<file path="config.mk">
export PLATFORM = sky130hd
export DESIGN_NAME = ss_multiplier_flat
export DESIGN_NICKNAME = d
export VERILOG_FILES = /design/src/rtl/ss_multiplier_if.sv /design/src/rtl/ss_multiplier.sv /design/src/flat_wrapper.sv
export SDC_FILE = /design/constraint.sdc
export NUM_CORES = 1
export LEC_CHECK = 0
export BUFFER_PORTS_ARGS = -buffer_cell sky130_fd_sc_hd__buf_2
export CORE_AREA = 2 2 174 176
export CTS_CLUSTER_DIAMETER = 120
export DETAILED_ROUTE_END_ITERATION = 8
export DIE_AREA = 0 0 176 178
export MAX_ROUTING_LAYER = met4
export PLACE_DENSITY = 0.68
export SYNTH_ARGS = -nofsm -noshare
export SYNTH_HDL_FRONTEND = slang
export SYNTH_SLANG_ARGS = --single-unit
</file>
<file path="constraint.sdc">
create_clock -name i_clk -period 8.65 [get_ports i_clk]
set_clock_uncertainty 0.05 [all_clocks]
set_input_delay 0.4325 -clock i_clk [delete_from_list [all_inputs] [get_ports i_clk]]
set_output_delay 0.4325 -clock i_clk [all_outputs]
set_load 0.02 [all_outputs]
</file>
<file path="src/rtl/ss_multiplier_if.sv">
// Handshake/data bundle for the shift-add multiplier: start request and
// operands in, registered product with busy/valid status out.
interface ss_multiplier_if #(
    parameter int SIZE_DATA = 32
);
    logic                   i_en_multiply;
    logic [SIZE_DATA-1:0]   i_multiplicand;
    logic [SIZE_DATA-1:0]   i_multiplier;
    logic [2*SIZE_DATA-1:0] o_product;
    logic                   o_busy;
    logic                   o_valid;

    modport master (
        output i_en_multiply, i_multiplicand, i_multiplier,
        input  o_product, o_busy, o_valid
    );

    modport slave (
        input  i_en_multiply, i_multiplicand, i_multiplier,
        output o_product, o_busy, o_valid
    );
endinterface

</file>
<file path="src/rtl/ss_multiplier.sv">
// Radix-2 shift-add unsigned multiplier: one partial product per cycle,
// SIZE_DATA CALC cycles per operation, zero operands short-circuit to DONE.
module ss_multiplier #(
    parameter int SIZE_DATA = 32
) (
    input  logic            i_clk,
    input  logic            i_rst,
    ss_multiplier_if.slave  mul
);
    localparam int W2 = 2 * SIZE_DATA;
    localparam logic [SIZE_DATA-1:0] CNT_INIT = SIZE_DATA'(SIZE_DATA);
    localparam logic [SIZE_DATA-1:0] CNT_ONE  = SIZE_DATA'(1);

    typedef enum logic [1:0] {
        IDLE = 2'd0,
        CALC = 2'd1,
        DONE = 2'd2
    } state_t;

    state_t               state;
    logic [W2-1:0]        acc;
    logic [W2-1:0]        mcand;
    logic [SIZE_DATA-1:0] mplier;
    logic [SIZE_DATA-1:0] cnt;
    logic [W2-1:0]        product_q;
    logic                 busy_q;
    logic                 valid_q;
    logic [W2-1:0]        acc_sum;
    logic                 zero_op;

    // The accumulator is as wide as the product, so the sum cannot overflow.
    assign acc_sum = mplier[0] ? (acc + mcand) : acc;
    assign zero_op = (mul.i_multiplicand == '0) || (mul.i_multiplier == '0);

    always_ff @(posedge i_clk) begin
        if (i_rst) begin
            state     <= IDLE;
            acc       <= '0;
            mcand     <= '0;
            mplier    <= '0;
            cnt       <= '0;
            product_q <= '0;
            busy_q    <= 1'b0;
            valid_q   <= 1'b0;
        end else begin
            case (state)
                IDLE: begin
                    valid_q <= 1'b0;
                    if (mul.i_en_multiply) begin
                        acc    <= '0;
                        busy_q <= 1'b1;
                        if (zero_op) begin
                            mcand     <= '0;
                            mplier    <= '0;
                            cnt       <= '0;
                            product_q <= '0;
                            valid_q   <= 1'b1;
                            state     <= DONE;
                        end else begin
                            mcand  <= W2'(mul.i_multiplicand);
                            mplier <= mul.i_multiplier;
                            cnt    <= CNT_INIT;
                            state  <= CALC;
                        end
                    end
                end
                CALC: begin
                    acc    <= acc_sum;
                    mcand  <= mcand << 1;
                    mplier <= mplier >> 1;
                    cnt    <= cnt - CNT_ONE;
                    // Last step: publish the sum including this cycle's partial product.
                    if (cnt == CNT_ONE) begin
                        product_q <= acc_sum;
                        valid_q   <= 1'b1;
                        state     <= DONE;
                    end
                end
                DONE: begin
                    valid_q <= 1'b0;
                    busy_q  <= 1'b0;
                    state   <= IDLE;
                end
                default: begin
                    valid_q <= 1'b0;
                    busy_q  <= 1'b0;
                    state   <= IDLE;
                end
            endcase
        end
    end

    assign mul.o_product = product_q;
    assign mul.o_busy    = busy_q;
    assign mul.o_valid   = valid_q;
endmodule

</file>
<file path="src/flat_wrapper.sv">
// flat-port wrapper written by rule: the top's interface ports become plain ports
module ss_multiplier_flat 
#(
    parameter int SIZE_DATA = 32
)
  (i_clk, i_rst, mul_i_en_multiply, mul_i_multiplicand, mul_i_multiplier, mul_o_product, mul_o_busy, mul_o_valid);
  ss_multiplier_if #(.SIZE_DATA(SIZE_DATA)) mul_i ();
  input  logic i_clk;
  input  logic i_rst;
  input wire logic [$bits(mul_i.i_en_multiply)-1:0] mul_i_en_multiply;
  input wire logic [$bits(mul_i.i_multiplicand)-1:0] mul_i_multiplicand;
  input wire logic [$bits(mul_i.i_multiplier)-1:0] mul_i_multiplier;
  output wire logic [$bits(mul_i.o_product)-1:0] mul_o_product;
  output wire logic [$bits(mul_i.o_busy)-1:0] mul_o_busy;
  output wire logic [$bits(mul_i.o_valid)-1:0] mul_o_valid;
  assign mul_i.i_en_multiply = mul_i_en_multiply;
  assign mul_i.i_multiplicand = mul_i_multiplicand;
  assign mul_i.i_multiplier = mul_i_multiplier;
  assign mul_o_product = mul_i.o_product;
  assign mul_o_busy = mul_i.o_busy;
  assign mul_o_valid = mul_i.o_valid;
  ss_multiplier #(.SIZE_DATA(SIZE_DATA)) u_core (.i_clk(i_clk), .i_rst(i_rst), .mul(mul_i));
endmodule
</file>
==> results of run 1 <==
## power groups by stage
stage          Sequential [µW]  Clock, µW  Combinational [µW]
2_1_floorplan             1310          0                 287
3_3_place_gp              1320          0                 384
3_5_place_dp              1320          0                 393
4_1_cts                   1300       1260                 395
5_1_grt                   1300       1310                 436
6_report                  1300       1230                 396
## cell families after synthesis
logic type	Yosys count	synth area share, %
XOR/XNOR	53	3.21
flip-flops	260	36.0
AO/OA/AOI/OAI	560	25.8
AND/OR/NAND/NOR	676	22.1
multiplexers	41	2.94
adder cells (fa/ha/maj)	66	5.76
buffers and inverters	158	4.14
## synthesized netlist by cell type, types with 5 or more instances
cell type,count,area share [%]
dfxtp_1,260,36
nor2_1,219,5.7
nand2_1,176,4.6
a21oi_1,173,6.0
clkbuf_1,112,2.9
o21ai_0,89,3.1
nor3_1,85,2.9
a221oi_1,65,3.9
ha_1,65,5.6
a22oi_1,52,2.7
nand3_1,37,1.3
nand4_1,37,1.6
mux2i_1,29,2.0
a21o_1,28,1.5
xnor2_1,28,1.7
nor4_1,25,1.1
xor2_1,25,1.5
inv_1,23,0.60
buf_1,17,0.44
o21a_1,17,0.88
o21bai_1,17,0.88
and3_1,16,0.69
a211oi_1,15,0.78
a22o_1,13,0.79
o211ai_1,13,0.68
mux2_2,11,0.86
or3_1,10,0.43
and2_1,9,0.39
o31ai_1,9,0.47
nand2b_1,8,0.35
or4_1,8,0.42
and4_1,7,0.42
nor2b_1,7,0.30
o311ai_0,7,0.42
or2_2,7,0.30
a31oi_1,6,0.26
a32oi_1,5,0.30
nand3b_1,5,0.26
o22ai_1,5,0.22
## sequential cells by signal, indices dropped and copies added, names as in the netlist
name                  flops
u_core.mul.o_product     64
u_core.mcand             64
u_core.mplier            32
u_core.mul.o_valid        1
u_core.state              2
u_core.acc               64
u_core.cnt               32
u_core.mul.o_busy         1
## layout make-up
cell class / count / area, µm² / area share (%)
Multi-Input combinational cell: 1396 / 8680 / 53.6
Sequential cell: 260 / 5210 / 32.1
Clock buffer: 41 / 840 / 5.18
Timing Repair Buffer: 148 / 787 / 4.86
Tap cell: 390 / 488 / 3.01
Clock inverter: 10 / 111 / 0.687
Inverter: 25 / 93.8 / 0.579
## metrics by stage
stage	power (µW)	std cells
2_1_floorplan	1600	1814
3_3_place_gp	1700	2219
3_5_place_dp	1720	2219
5_1_grt	3040	2270
4_1_cts	2950	2270
6_report	2930	2270
## per-layer routing
metal	vias up	GRT usage, %
met1	6671	36.5
met3	98	3.96
met2	483	44.8
met4	0	10.5
met5	-	-
li1	6823	-
## worst max-delay path by stage
stage | startpoint | to | slack, ns | cells past startpoint
2_1_floorplan | u_core.mcand[0] | u_core.mul.o_product[56] | 5.59 | 11
3_3_place_gp | i_rst | u_core.mul.o_product[56] | 4.64 | 9
3_5_place_dp | i_rst | u_core.mul.o_product[56] | 4.52 | 9
4_1_cts | u_core.cnt[24] | u_core.mul.o_product[43] | 4.96 | 9
5_1_grt | u_core.acc[3] | u_core.mul.o_product[59] | 4.59 | 10
6_report | u_core.acc[3] | u_core.mul.o_product[59] | 4.89 | 10
## critical path: stages, from the launching register on
cell,delay (ns)
dfxtp_1,0.33
ha_1,0.36
o21ai_0,0.13
nor2_1,0.18
a41oi_1,0.27
o31ai_1,0.82
a211oi_1,0.37
o211ai_1,0.50
mux2_2,0.39
o21ai_0,0.16
o21ai_0,0.10
==> impl_metrics.csv, run 1 <==
group,metric,value,unit
setup_path,arrival,4.15,ns
setup_path,r2r-start,"u_core.acc[3]",
clock_network,cts_buffer_depth,3,
worst_hold_path,hold_start,"mul_i_multiplicand[0]",
logic_synthesis,synth_warnings,0,
logic_synthesis,synth_cell_type_count,79,
global_route,grt_antenna_before_repair,2,
routing,wl_met2,20.0,mm
status,outcome,"complete, no violations",
die,die_w,176,µm
clock_network,clk_pin_slew_worst_paths,0.06,ns
routing,ant_nets,0,
sta,hold_violations,0,
die,start_util,49.2,%
sta,worstMarginPinSlew,1.07,ns
global_route,gr-usage-all-layers,28.1,%
sta,setup_ws,4.89,ns
die,core,0.0294,mm²
power_and_ir_drop,p_sw,808,µW
global_route,grt_pass1_wl,69.7,mm
routing,m1WireLength,19.6,mm
sta,hold_ws,0.104,ns
routing,finalWirelength,44.1,mm
final_layout,antenna_cells,0,
sta,min_period,3.76,ns
final_layout,drive_gt1_share,12.8,%
die,ioPinCount,133,
final_layout,final_nets,1992,
setup_path,critPathMaxFanout,5,
routing,dr_total_vias,14100,
logic_synthesis,synth-main-ff-cell,"dfxtp_1",
setup_path,r2r-end,"u_core.mul.o_product[59]",
clock_network,cts.sinks,260,
global_route,first_global_vias,13100,
final_layout,final_common_cell,"dfxtp_1",
logic_synthesis,syn-cell-area,0.0145,mm²
clock_network,cts_resized,0,
sta,rsz0062_at_grt,"no",
power_and_ir_drop,cellPowerDensity,180,mW/mm²
final_layout,areaGrowthSynthToFinish,12.1,%
logic_synthesis,syn_nets,1947,
clock_network,hold_buffers,0,
power_and_ir_drop,power_frac_clock,42.1,%
logic_synthesis,yosysSeqAreaShare,36.0,%
place,io_buffers,132,
worst_hold_path,hp-class,"in -> reg",
place,dp_slack,4.52,ns
clock_network,cts.htree.levels,1,
sta,finalMaxSlewViolations,0,
setup_path,end_kind,"flop",
place,dp_hpwl,30.8,mm
run,max-cap-violations,0,
power_and_ir_drop,seq_power_share,44.3,%
power_and_ir_drop,p_comb_share,13.5,%
sta,setup-tns-final,0,ns
routing,drt_iter0_markers,1123,
routing,viasPerCell,6.20,
logic_synthesis,synth-edff-count,0,
clock_network,cts_tree,"built",
final_layout,stdcell_area,0.0162,mm²
power_and_ir_drop,p_int,2120,µW
setup_path,crit_type,"reg -> reg",
clock_network,worstSkewPairLatency,0.56,ns
power_and_ir_drop,p_leak,0.00652,µW
sta,slew_headroom,28.9,%
final_layout,mostFrequentLayoutCells,"dfxtp_1, nor2_1, nand2_1, a21oi_1, buf_2",
setup_path,start_kind,"flop",
global_route,grt_max_degree,103,
routing,dr_wl_met3,2.83,mm
power_and_ir_drop,ir_drop,148,µV
power_and_ir_drop,switching_share,27.6,%
sta,post-route-period-util,43.4,%
clock_network,post_cts_buffers,0,
setup_path,rr_worst_depth,10,
routing,wl_per_cell,19.4,µm
sta,clock.fmax,266,MHz
place,gp_congestion,1.01,
logic_synthesis,ys_ff_latch,260,
logic_synthesis,synthCells,1814,
die,dieArea,0.0313,mm²
logic_synthesis,async_reset_ff_share,0,%
clock_network,cts-root-buf,"clkbuf_16",
die,die_y,178,µm
routing,drc_errors,0,
setup_path,ff2ff_setup_slack,4.89,ns
die,num_rows,63,
place,placed_cell_area,0.0153,mm²
logic_synthesis,synth_area_per_cell,7.97,µm²
routing,dr.pass1.iters,5,
routing,top_layer,"met4",
global_route,grt_overflow,0,
clock_network,cts_buffers,28,
setup_path,required,9.04,ns
sta,finalSetupViolations,0,
worst_hold_path,whs_endpoint,"u_core.mcand[0]",
final_layout,fill_cells,2724,
worst_hold_path,min_path_cells,3,
final_layout,post-route-util,55.1,%
(Power assumes the default switching activity.)
==> inputs of run 2 (changes only) <==
PLACE_DENSITY = 0.71   (was 0.68)
clock period = 3.3 ns   (was 8.65 ns; I/O delays follow)
==> run 2 against run 1 <==
Compared with the run above:
- combinational power grew to 3.0 times the previous value
- cell area is 8.4% higher
- global-route usage increased by 2.3 points
- register-to-register slack worse by 4.8 ns
- setup slack got worse by 4.8 ns
- clock-buffer cell count decreased by 4
- die area unchanged
- final cell count up 5.6%
- critical path depth did not move
- maximum frequency rose by 16%
==> impl_metrics.csv, run 2 (synthesized netlist as in run 1, its figures left out) <==
group,metric,value,unit
final_layout,drive_gt1_share,16.4,%
setup_path,end_kind,"flop",
routing,top_layer,"met4",
routing,wl_met2,21.9,mm
power_and_ir_drop,switching_share,27.8,%
place,io_buffers,132,
routing,dr_wl_met3,3.12,mm
routing,finalWirelength,47.6,mm
sta,finalMaxSlewViolations,0,
routing,drt_iter0_markers,1151,
sta,min_period,3.25,ns
global_route,grt_overflow,0,
routing,viasPerCell,6.13,
die,dieArea,0.0313,mm²
routing,dr_total_vias,14700,
final_layout,antenna_cells,0,
final_layout,final_nets,2119,
die,num_rows,63,
die,die_y,178,µm
clock_network,cts.sinks,260,
clock_network,cts_buffers,29,
global_route,grt_max_degree,67,
setup_path,required,3.69,ns
routing,wl_per_cell,19.8,µm
global_route,grt_pass1_wl,74.6,mm
global_route,grt_antenna_before_repair,0,
final_layout,final_common_cell,"dfxtp_1",
run,max-cap-violations,0,
setup_path,critPathMaxFanout,4,
status,outcome,"complete, no violations",
clock_network,cts_tree,"built",
final_layout,layoutNonFillerInstCount,2397,
die,core,0.0294,mm²
final_layout,areaGrowthSynthToFinish,21.5,%
place,dp_hpwl,32.8,mm
setup_path,start_kind,"flop",
power_and_ir_drop,p_leak,0.00713,µW
final_layout,mostFrequentLayoutCells,"dfxtp_1, nor2_1, nand2_1, a21oi_1, buf_2",
power_and_ir_drop,p_sw,2210,µW
die,die_w,176,µm
routing,m1WireLength,20.7,mm
clock_network,cts_buffer_depth,3,
power_and_ir_drop,cellPowerDensity,453,mW/mm²
clock_network,worstSkewPairLatency,0.56,ns
power_and_ir_drop,power_frac_clock,42.1,%
place,gp_congestion,0.963,
place,placed_cells_incl_taps,2278,
clock_network,clk_pin_slew_worst_paths,0.06,ns
routing,drc_errors,0,
routing,dr.pass1.iters,7,
power_and_ir_drop,p_comb_share,15.1,%
sta,post-route-period-util,98.4,%
sta,worstMarginPinSlew,1.17,ns
die,ioPinCount,133,
die,start_util,49.2,%
power_and_ir_drop,ir_drop,427,µV
clock_network,cts.htree.levels,1,
sta,hold_violations,0,
global_route,gr-usage-all-layers,30.4,%
power_and_ir_drop,p_int,5740,µW
setup_path,arrival,3.64,ns
power_and_ir_drop,finalPower,7950,µW
sta,clock.fmax,308,MHz
clock_network,cts-root-buf,"clkbuf_16",
power_and_ir_drop,seq_power_share,42.8,%
final_layout,fill_cells,2608,
worst_hold_path,hp-class,"in -> reg",
sta,finalSetupViolations,0,
global_route,first_global_vias,14100,
routing,ant_nets,0,
setup_path,crit_type,"reg -> reg",
sta,slew_headroom,21.8,%
run 2: changes by cell type in the layout (fill, tap and decap cells not counted), sizes merged:
cell         previous run  this run
dlygate4sd3             0        66
buf                   148       208
clkbuf                 41        37
clkinvlp                0         3
bufinv                  2         4
clkinv                 10         9
inv                    23        24
run 2: timing repair:
item / CTS / global route
setup endpoints to repair: 6 / 40
gates resized for setup: 6 / 28
hold buffers: 66 / 0
pin swaps: 2 / 6
endpoints found under the hold margin: 79 / 0
buffers inserted: 0 / 1
cloned: 0 / 0
run 2: path summary, 6_finish.rpt:
path,from,end,slack (ns),depth (start not counted)
worst max-delay path,u_core.mcand[11],u_core.mul.o_product[56],0.05,10
worst max register to register,u_core.mcand[11],u_core.mul.o_product[56],0.05,10
worst min-delay path,mul_i_multiplicand[0],u_core.mcand[0],0.38,4
worst min register to register,u_core.mul.o_product[17],u_core.mul.o_product[17],0.40,2
run 2: cell type report:
cell class	count	area, µm²	share of cell area (%)
inverters	25	93.8	0.534
repair buffers	274	1940	11.0
clock inverters	15	198	1.13
flip-flops and latches	260	5210	29.7
well taps	390	488	2.78
clock buffers	37	786	4.47
multi-input cells	1396	8860	50.4
run 2: worst max-delay path, stage by stage (launching register included):
cell and delay, ns:
dfxtp_1 0.33, ha_1 0.32, nand3_2 0.12, or2_4 0.26, or3_4 0.39, a2111o_1 0.47
and3_4 0.22, o31ai_4 0.34, a21oi_2 0.11, a41o_1 0.23, or3_1 0.29
run 2: through the flow:
step                      util [%]  hold slack, ns   TNS (ns)  instance area (µm²)  setup slack, ns
after floorplan                  -           0.267          0                14500            0.242
final                         59.8           0.383          0                17600           0.0536
after global placement        53.5           0.387     -0.126                15700          -0.0692
after global routing          59.8           0.382    -0.0253                17600          -0.0208
after detailed placement      53.5           0.393  -0.000949                15700        -0.000949
after CTS                     59.2           0.358          0                17400           0.0194
run 2: power groups by stage:
stage	Combinational (µW)	Clock, µW	Sequential (µW)
2_1_floorplan	752	0	3430
3_3_place_gp	1080	0	3460
3_5_place_dp	1100	0	3470
4_1_cts	1170	3410	3400
5_1_grt	1310	3530	3420
6_report	1200	3350	3410
run 2: layer usage:
layer | vias up | GRT usage (%)
met3 | 105 | 4.50
met2 | 528 | 50.4
met4 | 0 | 11.3
met5 | - | -
li1 | 7057 | -
met1 | 7006 | 37.8
